`src/rtl/token_ring_arbiter.sv`:
```
// token_ring_arbiter: N-channel token ring granting one client at a time via req/ack.
// Optional hold timeout with per-channel lockout is compiled in with TOKEN_RING_HOLD_TIMEOUT_EN.
module token_ring_arbiter #(
    parameter int  N         = 3,
    parameter int  SKIP_IDLE = 0,
    parameter int  MAX_HOLD  = 16,
    localparam int IDW       = (N > 2) ? $clog2(N) : 1
) (
    input  logic           clk,
    input  logic           rst,
    input  logic [N-1:0]   req,
    output logic [N-1:0]   ack,
    output logic [IDW-1:0] token,
    output logic           busy,
    output logic           timeout
);

    // Handshake: req is a level held by the client until it is done. When req[token]
    // is sampled in IDLE, ack[token] rises two cycles later and stays high until
    // req[token] is sampled low, after which ack falls on the next edge.

    localparam int PW = IDW + 1;

    typedef enum logic [1:0] {
        S_IDLE  = 2'd0,
        S_READY = 2'd1,
        S_BUSY  = 2'd2
    } state_t;

    state_t         state, state_n;
    logic [IDW-1:0] token_n, token_inc, skip_idx;
    logic [N-1:0]   ack_n, req_eff;
    logic [PW-1:0]  pos_w;
    logic           skip_found;

    if (N < 2 || N > 32 || MAX_HOLD < 1 || MAX_HOLD > 65535) begin : g_bad_param
        $error("token_ring_arbiter: parameter out of range");
    end

`ifdef TOKEN_RING_HOLD_TIMEOUT_EN
    logic [15:0]  hold_cnt, hold_n;
    logic [N-1:0] lockout, lockout_n;
    logic         timeout_q, timeout_n;

    // A locked-out channel looks idle until its client lets go of req.
    assign req_eff = req & ~lockout;
    assign timeout = timeout_q;
`else
    assign req_eff = req;
    assign timeout = 1'b0;
`endif

    assign busy      = (state != S_IDLE);
    assign token_inc = (token == IDW'(N - 1)) ? '0 : token + 1'b1;

    // Nearest requester after token in ring order; scanning downwards lets the closest win.
    always_comb begin
        skip_found = 1'b0;
        skip_idx   = token;
        pos_w      = '0;
        for (int off = N - 1; off >= 1; off--) begin
            pos_w = {1'b0, token} + PW'(off);
            if (pos_w >= PW'(N)) pos_w = pos_w - PW'(N);
            if (req_eff[pos_w[IDW-1:0]]) begin
                skip_found = 1'b1;
                skip_idx   = pos_w[IDW-1:0];
            end
        end
    end

    always_comb begin
        state_n = state;
        token_n = token;
        ack_n   = '0;
`ifdef TOKEN_RING_HOLD_TIMEOUT_EN
        hold_n    = hold_cnt;
        lockout_n = lockout & req;
        timeout_n = 1'b0;
`endif
        case (state)
            S_IDLE: begin
                if (req_eff[token]) begin
                    state_n = S_READY;
                end else if (SKIP_IDLE != 0) begin
                    if (skip_found) token_n = skip_idx;
                end else begin
                    token_n = token_inc;
                end
            end
            S_READY: begin
                state_n      = S_BUSY;
                ack_n[token] = 1'b1;
`ifdef TOKEN_RING_HOLD_TIMEOUT_EN
                hold_n = '0;
`endif
            end
            S_BUSY: begin
                if (!req[token]) begin
                    state_n = S_IDLE;
                    token_n = token_inc;
`ifdef TOKEN_RING_HOLD_TIMEOUT_EN
                end else if ({1'b0, hold_cnt} + 17'd1 >= 17'(MAX_HOLD)) begin
                    state_n          = S_IDLE;
                    token_n          = token_inc;
                    timeout_n        = 1'b1;
                    lockout_n[token] = 1'b1;
`endif
                end else begin
                    ack_n[token] = 1'b1;
`ifdef TOKEN_RING_HOLD_TIMEOUT_EN
                    hold_n = hold_cnt + 16'd1;
`endif
                end
            end
            default: state_n = S_IDLE;
        endcase
    end

    always_ff @(posedge clk) begin
        if (rst) begin
            state <= S_IDLE;
            token <= '0;
            ack   <= '0;
        end else begin
            state <= state_n;
            token <= token_n;
            ack   <= ack_n;
        end
    end

`ifdef TOKEN_RING_HOLD_TIMEOUT_EN
    always_ff @(posedge clk) begin
        if (rst) begin
            hold_cnt  <= '0;
            lockout   <= '0;
            timeout_q <= 1'b0;
        end else begin
            hold_cnt  <= hold_n;
            lockout   <= lockout_n;
            timeout_q <= timeout_n;
        end
    end
`endif

endmodule

```
`config.mk`:
```
export PLATFORM = sky130hd
export DESIGN_NAME = token_ring_arbiter
export DESIGN_NICKNAME = d
export VERILOG_FILES = /design/src/rtl/token_ring_arbiter.sv
export SDC_FILE = /design/constraint.sdc
export NUM_CORES = 1
export LEC_CHECK = 0
export ABC_CLOCK_PERIOD_IN_PS = 2300
export BUFFER_PORTS_ARGS = -buffer_cell sky130_fd_sc_hd__buf_2
export CORE_AREA = 3 3 40 42
export DETAILED_ROUTE_END_ITERATION = 7
export DIE_AREA = 0 0 43 45
export PLACE_DENSITY = 0.57
export RECOVER_POWER = 100
export SLEW_MARGIN = 20
export SYNTH_ARGS = -nofsm -noshare
export SYNTH_HDL_FRONTEND = slang
export SYNTH_SLANG_ARGS = --single-unit
```
`constraint.sdc`:
```
create_clock -name clk -period 2.3 [get_ports clk]
set_input_delay 0.115 -clock clk [delete_from_list [all_inputs] [get_ports clk]]
set_output_delay 0.115 -clock clk [all_outputs]
set_load 0.005 [all_outputs]
```
# Word level (Yosys, flattened, before mapping)
# Index checks and enable logic that the tools add are counted.
# classes
n_addsub,1
n_mul,0
div_mod_pow,0
magnitude_cmp,2
eq_ne,5
shifts,0
mux,10
n_bitwise,1
n_reduce_logical,6
# ops
op,count
$mux 2,3
$pmux 2 s3,1
$pmux 3 s2,1
$eq 2x2->1 const B,2
$ne 2x2->1 const B,2
$reduce_and 2->1,2
$lt 2x3->1 const B,1
$mux 3,1
$add 2x1->2 const B,1
$bmux 1 s2,1
$demux 1 s2,1
$eq 2x1->1 const B,1
$ge 2x1->1 const B,1
$logic_not 2->1,1
$mux 1,2
$reduce_bool 2->1,1
$reduce_or 2->1,1
$logic_and 1x1->1,1
$not 1->1,1
# totals
ff_bits,7
latchBits,0
ram_bits,0
mem_bits_ro,0
in_bits,5
output_inout_bits,7
wordCells,28
n_memories,0

# Logic depth before layout (Yosys ltp)
# Gate-level depths: netlist (run 1).
# logic_depth
word_depth,6
ltp_mapped,6
ltp_nobuf,6

# Worst setup path after synthesis (run 1)
# No wires, ideal clock.
# synth_timing
kind,reg2reg
from,register token[1]
to,register state[0]
arrival_time_ns,1.328
t_required_ns,2.228
slack_ns,0.900
path_stages_with_launch,6
path_buffers,1
cell_sequence,dfxtp_1 -> clkbuf_1 -> nand3b_1 -> o21ai_0 -> mux2i_1 -> mux2i_1
# synth_via
elab_chain_len,4
# synth_lines
item,line_no,source
from (decl),13,"output logic [IDW-1:0] token,"
from (signal assigned),126,token <= token_n;
$bmux 1 s2 *,"82, 98",
$mux 1 (not written as such) *,"82, 98",
$ne 2x2->1 (no source line),n/a,
$reduce_and 2->1 (no source line) *,n/a,
to (signal assigned),125,state <= state_n;
to (decl),30,"state_t state, state_n;"
# Every way passes the cells marked *; elsewhere a longest branch is shown, timed or not. The select of a mux whose other input is x is not followed.
# A chain may end at the register's enable or synchronous reset.

# Worst setup path after layout (run 1)
# layout_timing
from,register token[0]
to,register ack[1]
# layout_via
elab_chain_len,6
# layout_lines
item,line_no,source
$lt 2x3->1 (not written as such) / $ge 2x1->1 (equally long branches),"92, 109",
$logic_and 1x1->1 (not written as such),"92, 109",
$mux 1 (not written as such),"92, 109",
$demux 1 s2,"92, 109",
$mux 3,98,if (!req[token]) begin
$pmux 3 s2 *,80,case (state)
to (signal assigned),127,ack <= ack_n;
to (decl),12,"output logic [N-1:0] ack,"
# Marked as above.

==> results of run 1 <==
## cells in the final DEF (no fill, tap or decap), types with 2 or more instances in the layout
master,Yosys,layout
buf_2,0,8
dfxtp_1,7,7
inv_1,5,5
mux2i_1,5,5
nand2_1,5,5
ha_1,4,4
clkbuf_4,0,3
clkbuf_1,1,3
nor2_1,2,2
nor3_1,2,2
nor2b_1,2,2
## registers in the layout, indices dropped and copies added (netlist names)
signal and count:
ack 3, state 2, token 2
## report_power, final
| group | switching, W | total (W) | internal [W] |
|---|---|---|---|
| combinational | 0.000105 | 0.000212 | 0.000108 |
| clock | 0.0000412 | 0.000107 | 0.0000659 |
| sequential | 0.0000370 | 0.000190 | 0.000153 |
## metal layers
layer  vias to the layer above  wire [µm]
li1                        161          -
met1                       138        301
met2                         8        279
met3                         0         66
met4                         0          0
met5                         -          0
## critical path, delay by kind of cell (launching register included)
family | cells | cell delay, ps
flops | 1 | 450
simple gates | 2 | 170
compound gates | 1 | 520
mux | 1 | 310
## cell families after synthesis
kind of cell	Yosys count	synth area share, %
simple gates	14	18.4
buf+inv	7	7.87
flops	7	36.7
mux	5	13.1
compound gates	4	9.83
fa+ha+maj	4	13.1
other cells	1	0.983
## area by class of cell
cell class,count,area [µm²],share of cell area [%]
Sequential cell,7,140,30.9
Inverter,5,18.8,4.14
Tap cell,15,18.8,4.14
Timing Repair Buffer,10,47.5,10.5
Clock buffer,4,26.3,5.80
Multi-Input combinational cell,28,201,44.5
## path summary, 6_finish.rpt
check                        start               endpoint  slack (ps)  cells past startpoint
max          token[0]$_SDFFE_PP0P_      ack[1]$_SDFF_PP0_         710                      4
min                            rst  token[1]$_SDFFE_PP0P_          70                      2
max reg2reg  token[0]$_SDFFE_PP0P_      ack[1]$_SDFF_PP0_         710                      4
min reg2reg  state[1]$_SDFFE_PP0P_  state[1]$_SDFFE_PP0P_         480                      2
## through the flow
step	setup slack, ps	hold slack (ps)
5_1_grt	467	67.0
3_5_place_dp	770	318
6_report	715	66.9
4_1_cts	758	59.2
3_3_place_gp	835	320
2_1_floorplan	900	177
==> out/qor.csv, run 1 <==
metric,value,unit
fin_skew,2.31,ps
stdcell_count,69,
final_antenna_net_count,0,
grt_use_total,8.00,%
cts_buffers,3,
areaGrowthSynthToFinish,18.7,%
synth_commonest_cells,"dfxtp_1, inv_1, mux2i_1, nand2_1, ha_1",
grt_max_degree,11,
tritoncts,yes,
arrival,1690,ps
use_met1,9.42,%
crit_path_max_fanout,8,
antenna_found_initial,0,
hold_buffers,0,
num_io_pins,12,
required,2400,ps
synth.area.top_cells,"dfxtp_1, ha_1, mux2i_1",
via_per_inst,4.45,
busiest_layer,met2,
slowest_delay,520,ps
p_per_area,1120,nW/µm²
drv_slew,0,
drcViolationCount,0,
cp_slowest_cell,o311ai_0,
place.gp.congestion,0.734,
grt_pass1_wl,1080,µm
die_x,43,µm
grt_use_met3,7.17,%
period_needed,1590,ps
n_antenna_cell,0,
startpoint_type,flop,
core-area,1280,µm²
fin_area,453,µm²
clock-sinks,7,
criticalPathCategory,flop to flop,
cts_root_buf,clkbuf_4,
dieHeight,45,µm
synth-edff-count,0,
fmax,631,MHz
dp_hpwl,545,µm
syn_area_per_cell,9.09,µm²
cp_cell_sequence,mux2i_1 > nor3_1 > o311ai_0 > nor2b_1,
synthArstFlopShare,0,%
firstDrtPassIters,1,
syn-num-nets,51,
grt.overflow.total,0,
yosysUniqueCellTypes,18,
layout-drive-gt1-share,20.4,%
fin_tns_setup,0,ps
clkTransAtPathRegs,50,ps
hp-class,primary input to flop,
grt_pass1_vias,261,
cap_violations,0,
postRouteWirelength,648,µm
syn_inst,42,
dr_total_vias,307,
synth_top_area_cell,dfxtp_1,
start_util,29.7,%
synth_seq_cells,7,
post_cts_resized,0,
ir_worst_vdd,0.000376,V
fin_nets,64,
syn_area,382,µm²
placedCellCount,65,
post_drt_wl_per_cell,9.39,µm
synth-seq-area-share,36.7,%
io_buffers,10,
synth_top_cell_area_share,36.7,%
grtUsageMet2,10.8,%
leakage,0.215,nW
die_area,1940,µm²
ys_warn_count,0,
period_share,68.9,%
power.total,0.000509,W
post_cts_buffers,0,
rows,13,
status,"finished, final reports clean",
synth_ff_type,dfxtp_1,
rsz0062_at_grt,no,
slew_headroom,58.5,%
yosys.cell_count.top_type,dfxtp_1,
place_area,439,µm²
tightest_slew,615,ps
clk_latency,240,ps
drt_iter0_markers,0,
clock_path_buffers,2,
htreeDepth,1,
final_util,35.2,%
finalHoldViolations,0,
setup_violations,0,
cp-end-kind,flop,
fillers,138,
No activity file was read; power rests on OpenSTA's default activity.
==> inputs of run 2 (changes only) <==
Settings changed: ABC_AREA from default to 1, ABC_CLOCK_PERIOD_IN_PS 2300 to 1400, PLACE_DENSITY 0.57 to 0.62.
Clock period 2.3 ns to 1.4 ns, I/O delays scaled along.
==> out/qor.csv, run 2 <==
metric,value,unit,change
status,"finished, final reports clean",,unchanged
hold_buffers,0,,unchanged
crit_buf_inv,3,,was 0
io_buffers,10,,unchanged
hp-class,primary input to flop,,unchanged
arrival,1150,ps,was 1690 ps
worst-path-stages,4,,unchanged
synth.area.top_cells,"dfxtp_1, ha_1, nand2_1",,"was dfxtp_1, ha_1, mux2i_1"
startpoint_type,flop,,unchanged
grt_max_degree,7,,was 11
leakage,0.257,nW,was 0.215 nW
syn_inst,60,,was 42
synth_top_area_cell,dfxtp_1,,unchanged
p_per_area,1880,nW/µm²,was 1120 nW/µm²
final_common_cell,nand2_1,,was buf_2
drv_slew,0,,unchanged
grt_use_total,10.3,%,was 8.00%
min_from,rst,,unchanged
drcViolationCount,0,,unchanged
place.gp.congestion,0.795,,was 0.734
layout-drive-gt1-share,16.4,%,was 20.4%
crit_path_max_fanout,4,,was 8
dieHeight,45,µm,unchanged
cp_cell_sequence,inv_1 > ha_1 > inv_1 > clkbuf_1,,was mux2i_1 > nor3_1 > o311ai_0 > nor2b_1
clk_latency,240,ps,about the same
r2r-end,ack[1]$_SDFF_PP0_,,unchanged
die_x,43,µm,unchanged
post_cts_buffers,0,,unchanged
rsz0062_at_grt,no,,unchanged
dp_hpwl,669,µm,was 545 µm
finalHoldViolations,0,,unchanged
clock_path_buffers,2,,unchanged
max_flop_register,ack,,unchanged
reg_top3,"ack (3), state (2), token (2)",,unchanged
largest_register_ffs,3,,unchanged
period_needed,1220,ps,
r2r_cells,7,,was 4
synth_ff_type,dfxtp_1,,unchanged
cts_buffers,3,,unchanged
slowest_delay,350,ps,was 520 ps
ir_worst_vdd,0.000809,V,was 0.000376 V
grt_pass1_vias,377,,was 261
fillers,144,,was 138
final_antenna_net_count,0,,unchanged
core-area,1280,µm²,unchanged
dr_total_vias,395,,was 307
criticalPathCategory,flop to output port,,was flop to flop
synth_seq_cells,7,,unchanged
cpMostUsedCell,inv_1,,
grt_pass1_wl,1460,µm,was 1080 µm
endpoint,busy,,was ack[1]$_SDFF_PP0_
die_area,1940,µm²,unchanged
layout.cells.most_common_list,"nand2_1, nor2_1, inv_1",,"was buf_2, dfxtp_1, inv_1, mux2i_1, nand2_1"
grt.overflow.total,0,,unchanged
post-place-ws,242,ps,was 770 ps
start_util,33.0,%,was 29.7%
fmax,818,MHz,
cts_root_buf,clkbuf_4,,unchanged
fin_nets,83,,was 64
synth-edff-count,0,,unchanged
fin_skew,1.06,ps,was 2.31 ps
synth_top_cell_area_share,33.0,%,was 36.7%
post_drt_wl_per_cell,9.09,µm,was 9.39 µm
crit_start,state[0]$_SDFFE_PP0P_,,was token[0]$_SDFFE_PP0P_
setup_violations,0,,unchanged
synthArstFlopShare,0,%,unchanged
clock-sinks,7,,unchanged
n_antenna_cell,0,,unchanged
post_cts_resized,0,,unchanged
syn_area,424,µm²,was 382 µm²
drt_iter0_markers,10,,was 0
yosys.cell_count.top_type,nand2_1,,was dfxtp_1
period_share,87.4,%,
crit_family,flip-flops,,was compound AO/OA/AOI/OAI gates
num_io_pins,12,,unchanged
rows,13,,unchanged
synth-seq-area-share,33.0,%,was 36.7%
via_per_inst,4.49,,was 4.45
clkTransAtPathRegs,50,ps,about the same
areaGrowthSynthToFinish,17.7,%,was 18.7%
required,1330,ps,was 2400 ps
postRouteWirelength,800,µm,was 648 µm
cp-end-kind,output port,,was flop
synth_commonest_cells,"nand2_1, nor2_1, inv_1",,"was dfxtp_1, inv_1, mux2i_1, nand2_1, ha_1"
firstDrtPassIters,4,,was 1
syn-num-nets,69,,was 51
cp_slowest_cell,dfxtp_1,,was o311ai_0
fin_tns_setup,0,ps,unchanged
tritoncts,yes,,unchanged
syn_area_per_cell,7.07,µm²,was 9.09 µm²
regToRegSetupSlack,200,ps,was 710 ps
layout_setup_ws,177,ps,was 715 ps
antenna_found_initial,0,,unchanged
cap_violations,0,,unchanged
ys_warn_count,0,,unchanged
yosysUniqueCellTypes,13,,was 18
r2r_start,token[0]$_SDFFE_PP0P_,,unchanged
htreeDepth,1,,unchanged
## run 2: changes by cell type in the layout (fill, tap and decap cells not counted), moves of 3 or more
| cell | previous run | this run |
|---|---|---|
| clkbuf_1 | 3 | 6 |
| nand3_2 | 0 | 3 |
| mux2i_1 | 5 | 0 |
| buf_2 | 8 | 5 |
| inv_1 | 5 | 9 |
| nand2_1 | 5 | 14 |
| nor2_1 | 2 | 11 |
| nand3_1 | 0 | 6 |
## run 2: how the worst min path moves through the flow
| stage | end | depth (start not counted) |
|---|---|---|
| after floorplan | state[0]$_SDFFE_PP0P_ | 3 |
| after global placement | state[1]$_SDFFE_PP0P_ | 4 |
| after detailed placement | state[0]$_SDFFE_PP0P_ | 4 |
| after CTS | state[0]$_SDFFE_PP0P_ | 4 |
| after global routing | state[0]$_SDFFE_PP0P_ | 4 |
| final | state[0]$_SDFFE_PP0P_ | 4 |
## run 2: layout make-up
class	instances	area (µm²)	area share (%)
Tap cell	15	18.8	3.76
Clock buffer	4	26.3	5.26
Inverter	9	33.8	6.77
Timing Repair Buffer	10	43.8	8.77
Sequential cell	7	140	28.1
Multi-Input combinational cell	43	236	47.4
## run 2: power breakdown
part / leakage, nW / internal, W / total, W / switching (W)
Clock: 0.0150 / 0.000108 / 0.000176 / 0.0000673
Combinational: 0.185 / 0.000178 / 0.000472 / 0.000294
Sequential: 0.0574 / 0.000249 / 0.000292 / 0.0000426
## run 2: per-stage QoR
step           hold WS [ps]  power [W]  instance area (µm²)  std cells  utilization, %
6_report                141   0.000940                  499         88            38.9
5_1_grt                 126    0.00107                  499         88            38.9
2_1_floorplan           272   0.000676                  424         60               -
4_1_cts                 132   0.000982                  512         88            39.8
3_5_place_dp            394   0.000800                  485         84            37.8
3_3_place_gp            378   0.000790                  485         84            37.8
## run 2: kinds of logic (layout without fill, tap and decap cells)
| logic type | after synthesis | count (layout) | share of synthesized area (%) |
|---|---|---|---|
| AO/OA/AOI/OAI | 3 | 3 | 6.20 |
| adder cells (fa/ha/maj) | 4 | 4 | 11.8 |
| AND/OR/NAND/NOR | 35 | 35 | 38.3 |
| buffers and inverters | 10 | 23 | 9.73 |
| other | 1 | 1 | 0.884 |
| flip-flops | 7 | 7 | 33.0 |
## run 2: layer usage
| metal | track usage [%] | routed length, µm | vias to the layer above |
|---|---|---|---|
| met4 | 1.81 | 0 | 0 |
| met2 | 15.6 | 360 | 10 |
| met3 | 7.97 | 55 | 0 |
| li1 | - | - | 212 |
| met5 | 0 | 0 | - |
| met1 | 11.8 | 384 | 173 |
## run 2: worst reg2reg max path: stages, from the launching register on
cell and delay, ps:
dfxtp_1 400, inv_1 140, nand3_2 140, nand3_2 110, nand2_1 110, nand2_1 70
nand3_2 80, nor2_1 40
